==> src/rtl/reg_pipe.sv <==
// reg_pipe: stallable, flushable WIDTH x DEPTH delay line with per-stage
// valid bits, live occupancy count and a registered dropped-input flag.
module reg_pipe #(
  parameter int unsigned WIDTH = 8,
  parameter int unsigned DEPTH = 4,
  parameter logic [WIDTH-1:0] RESET_VAL = '0
) (
  input  logic                       clk,
  input  logic                       rst_n,
  input  logic [WIDTH-1:0]           in_data,
  input  logic                       in_valid,
  input  logic                       stall,
  input  logic                       flush,
  output logic [WIDTH-1:0]           out_data,
  output logic                       out_valid,
  output logic [$clog2(DEPTH+1)-1:0] occupancy,
  output logic                       in_drop
);

  localparam int unsigned OW = $clog2(DEPTH + 1);

  logic [WIDTH-1:0] d [DEPTH];
  logic [DEPTH-1:0] v;
  logic [OW-1:0]    occ;
  logic [OW-1:0]    occ_nxt;
  logic             drop;

  // Net change is at most +/-1 and the true count stays in 0..DEPTH,
  // so modular arithmetic at OW bits is exact.
  always_comb begin
    occ_nxt = occ + OW'(in_valid) - OW'(v[DEPTH-1]);
  end

  always_ff @(posedge clk or negedge rst_n) begin
    if (!rst_n) begin
      for (int i = 0; i < DEPTH; i++) begin
        d[i] <= RESET_VAL;
      end
      v    <= '0;
      occ  <= '0;
      drop <= 1'b0;
    end else if (flush) begin
      v    <= '0;
      occ  <= '0;
      drop <= in_valid;
    end else if (stall) begin
      drop <= in_valid;
    end else begin
      d[0] <= in_data;
      v[0] <= in_valid;
      for (int i = 1; i < DEPTH; i++) begin
        d[i] <= d[i-1];
        v[i] <= v[i-1];
      end
      occ  <= occ_nxt;
      drop <= 1'b0;
    end
  end

  assign out_data  = d[DEPTH-1];
  assign out_valid = v[DEPTH-1];
  assign occupancy = occ;
  assign in_drop   = drop;

endmodule

==> config.mk <==
export PLATFORM = sky130hd
export DESIGN_NAME = reg_pipe
export DESIGN_NICKNAME = d
export VERILOG_FILES = /design/src/rtl/reg_pipe.sv
export SDC_FILE = /design/constraint.sdc
export NUM_CORES = 1
export LEC_CHECK = 0
export CORE_ASPECT_RATIO = 0.75
export CORE_MARGIN = 4
export CORE_UTILIZATION = 40
export DETAILED_ROUTE_END_ITERATION = 8
export GPL_ROUTABILITY_DRIVEN = 0
export PLACE_DENSITY = 0.74
export SETUP_SLACK_MARGIN = 0.4
export SLEW_MARGIN = 40
export SYNTH_ARGS = -nofsm -noshare
export SYNTH_HDL_FRONTEND = slang
export SYNTH_SLANG_ARGS = --single-unit
==> constraint.sdc <==
create_clock -name clk -period 1.85 [get_ports clk]
set_input_delay 0.37 -clock clk [delete_from_list [all_inputs] [get_ports clk]]
set_output_delay 0.37 -clock clk [all_outputs]
set_load 0.03 [all_outputs]
## Word level (Yosys, flattened, before mapping)

Cells that the tools add are included.

- Register bits: 40
- Input bits: 13
- Logic and storage cells: 19

- Add/sub/neg operators: 2
- Eq/ne operators: 1
- Multiplexer cells: 6
- Bitwise gates (word level): 2
- Reductions and logical operators: 1

Operators by type and width:

| operator | number |
|---|---|
| $mux 4 | 2 |
| $mux 3 | 2 |
| $add 3x1->3 | 1 |
| $sub 3x1->3 | 1 |
| $mux 1 | 2 |
| $ne 2x1->1 const B | 1 |
| $not 1->1 | 2 |
| $reduce_and 2->1 | 1 |

## Depth between registers and ports, before layout

- Depth after elaboration: 4
- Depth in mapped cells: 9
- Gate-level depth less buffers: 9

## Worst setup path after synthesis

Ideal clock, no wire load.

- Path type: register -> register
- From: register occ[0] (netlist: occupancy[0])
- To: register occ[2] (netlist: occupancy[2])
- Setup time: 77 ps
- Data arrival time: 1982 ps
- Data required time: 1773 ps
- Path slack: -209 ps
- Cell stages (with the launch flop): 10
- Period minus slack after synthesis: 2059 ps
- Cells stage by stage: dfrtp_1 -> inv_1 -> ha_1 -> inv_1 -> ha_1 -> inv_1 -> fa_1 -> xnor2_1 -> or3_1 -> a21oi_1

- Longest elaborated chain between the ends: 4

Ends and longest elaborated chain:

| item | line | text |
|---|---|---|
| start: declaration | 24 | `logic [OW-1:0] occ;` |
| start signal: assignment | 55 | `occ <= occ_nxt;` |
| $add 3x1->3 | 31 | `occ_nxt = occ + OW'(in_valid) - OW'(v[DEPTH-1]);` |
| $sub 3x1->3 | 31 |  |
| $mux 3 | 46 | `end else if (stall) begin` |
| $mux 3 | 42 | `end else if (flush) begin` |

No other way between the ends. The select of a mux whose other input is x is not followed.
A chain may end at the register's enable or synchronous reset.

## Final worst setup path

Same ends and word-level chain as after synthesis.

==> results.cfg <==
[synthesis]
seq_area_frac_synth_pct = 55.6
syn_inst = 110
syn-num-nets = 126
synth_top_family_by_area = multiplexers
synth_compound_gate_area_share_pct = 0.833
synth_xor_xnor_area_share_pct = 0.486
synth_mux_area_share_pct = 28.8
syn_area_mm2 = 0.00180
avgSynthCellArea_um2 = 16.4
synth-simple-area-share_pct = 3.26
yosys.area_share.adder_pct = 2.50
yosysUniqueCellTypes = 17
yosys_warnings = 0
synth-seq-cells = 40

[placement]
dp_hpwl_mm = 1.96
dpl.cell_count = 186
port_buffers = 25
pre_cts_slack_ns = -0.219

[floorplanning]
ios = 26
start_util_pct = 42.9
die_h_um = 66.1
die-width_um = 85.5
row_count = 20
die_area_mm2 = 0.00565
core_mm2 = 0.00420

[worst_setup_path]
cp-start-kind = flip-flop
critical_path.startpoint = occupancy[0]$_DFFE_PN0P_
arrival_ns = 2.06
critPathSlowestCell = dfrtp_2
path_class = reg -> reg
worst_path_largest_cell_delay_ns = 0.41
path_cells = inv_2 > ha_4 > inv_2 > ha_4 > inv_2 > fa_2 > xnor2_1 > or3_1 > a21oi_1
worstSetupEndpointType = flip-flop
worstPathMaxFanout = 2
r2r-start = occupancy[0]$_DFFE_PN0P_
crit_required_ns = 2.07
path_common_cell = inv_2

[layout]
final_util_pct = 52.4
final_common_cell = dfrtp_1
multiInputGateArea_um2 = 674
syn2layout_area_growth_pct = 22.4
layout_common_cells = 37 x dfrtp_1, 29 x mux2_4, 11 x clkdlybuf4s50_1
fin_cells = 195
drive_gt1_share_pct = 47.9
n_antenna_cell = 0
fin_nets = 155
register_area_mm2 = 0.00100
fillers = 354

[detailed_routing]
vias = 891
drt_iter0_markers = 32
met3WireLength_um = 159
ant_nets = 0
drt-total-wl_mm = 2.69
dr_wl_met2_mm = 1.27
wl_per_cell_um = 13.8
dr.pass1.iters = 4
via_per_inst = 4.57
wirelength_met1_mm = 1.25
drc = 0
top_layer = met4

[timing]
period_needed_ns = 1.85
postLayoutSetupSlackWorst_ns = 0.00486
finalMaxSlewViolations = 0
fmax_ghz = 0.542
min_period_over_period_pct = 99.7
max_slew_margin_pct = 79.1
setup_violations = 0
worst_pin_slew_ns = 0.313
finClkSkew_ns = 0.00761
grt_setup_unrepaired = true
hold_violations = 0

[clock_tree]
clkTransAtPathRegs_ns = 0.08
h-tree-depth = 2
cts_tree = yes
cts_buffers = 5
cts.sinks = 40
clkLatencyLatePin_ns = 0.29
clockBufferDepth = 2
root_buffer = clkbuf_8

[global_routing]
grt_pass1_vias = 1016
antenna_found_initial = 0
overflow = 0
grt_max_degree = 24
grtUsageTotal_pct = 11.0
grt_first_pass_wirelength_mm = 4.77

[power]
ir_drop_v = 0.000728
power.leakage_nw = 1.03
power.density_mw_per_mm2 = 1180

[hold_path]
hold_path_class = in -> async

[outcome]
status = finished, final reports clean

[run]
max_cap_violations = 0
power by group:
part | total [W] | internal (W) | switching [W]
Sequential | 0.00121 | 0.00108 | 0.000122
Clock | 0.000700 | 0.000399 | 0.000301
Combinational | 0.000704 | 0.000395 | 0.000309
Total | 0.00261 | 0.00188 | 0.000733
Yosys cell counts:
master / instances / area [um2]
nor2_1: 7 / 26.3
fa_1: 1 / 20.0
o21ai_0: 1 / 5.00
mux2_2: 3 / 33.8
nor2b_1: 1 / 6.26
or3_1: 1 / 6.26
buf_12: 3 / 60.1
mux2i_1: 5 / 50.1
buf_4: 8 / 60.1
inv_1: 3 / 11.3
nor2_8: 1 / 20.0
ha_1: 2 / 25.0
xnor2_1: 1 / 8.76
dfrtp_1: 40 / 1000
a21oi_1: 2 / 10.0
buf_6: 2 / 22.5
mux2_4: 29 / 435
critical path, delay by kind of cell (launching register included):
| kind | cells | cell delay [ns] |
|---|---|---|
| adder cells (fa/ha/maj) | 3 | 0.64 |
| flip-flops | 1 | 0.41 |
| AND/OR/NAND/NOR | 1 | 0.30 |
| buffers and inverters | 3 | 0.16 |
| XOR/XNOR | 1 | 0.14 |
| AO/OA/AOI/OAI | 1 | 0.12 |
stage by stage:
stage | setup TNS (ns) | cell area [um2] | hold WS [ns] | total power (W)
6_report | 0 | 2200 | 0.0300 | 0.00261
5_1_grt | -0.0644 | 2200 | 0.0278 | 0.00275
4_1_cts | 0 | 2200 | 0.0258 | 0.00265
3_5_place_dp | -0.294 | 2080 | 0.348 | 0.00198
3_3_place_gp | -0.181 | 2080 | 0.340 | 0.00195
2_1_floorplan | -0.0707 | 1810 | 0.0744 | 0.00181
area by class of cell:
class / count / area share, %
Clock buffer: 5 / 3.12
Clock inverter: 3 / 1.93
Inverter: 3 / 0.511
Multi-Input combinational cell: 54 / 30.6
Sequential cell: 40 / 45.6
Tap cell: 55 / 3.12
Timing Repair Buffer: 35 / 15.2
state kept, by name (all words and copies together), names as in the netlist:
| name | count |
|---|---|
| in_drop | 1 |
| out_data | 8 |
| d | 24 |
| v | 4 |
| occupancy | 3 |
cells by family after synthesis:
kind of cell / after synthesis
flops: 40
mux: 37
buf+inv: 16
simple gates: 10
compound gates: 3
fa+ha+maj: 3
xor+xnor: 1
final timing paths:
| path | end | slack (ns) | cells past startpoint |
|---|---|---|---|
| worst min-delay path | out_data[4]$_DFFE_PN0P_ | 0.03 | 2 |
| max in group asynchronous | v[3]$_DFFE_PN0P_ | 1.54 | 2 |
| worst max register to register | occupancy[2]$_DFFE_PN0P_ | 0.005 | 9 |
| worst min register to register | out_data[0]$_DFFE_PN0P_ | 0.51 | 1 |
| worst max-delay path | occupancy[2]$_DFFE_PN0P_ | 0.005 | 9 |
| min in group clk | out_data[0]$_DFFE_PN0P_ | 0.51 | 1 |
timing repair:
item / 4_1_cts / 5_1_grt
hold buffers: 0 / 0
setup buffers: 0 / 1
resized for setup: 30 / 11
endpoints found under the setup margin: 15 / 13
pin swaps: 0 / 1
metal layers:
metal  GRT usage (%)  up-vias
met1            13.7      451
met3            4.48        2
met5               0        -
met2            17.7       16
li1                -      422
met4            2.96        0
Power figures use the tool's default switching activity.
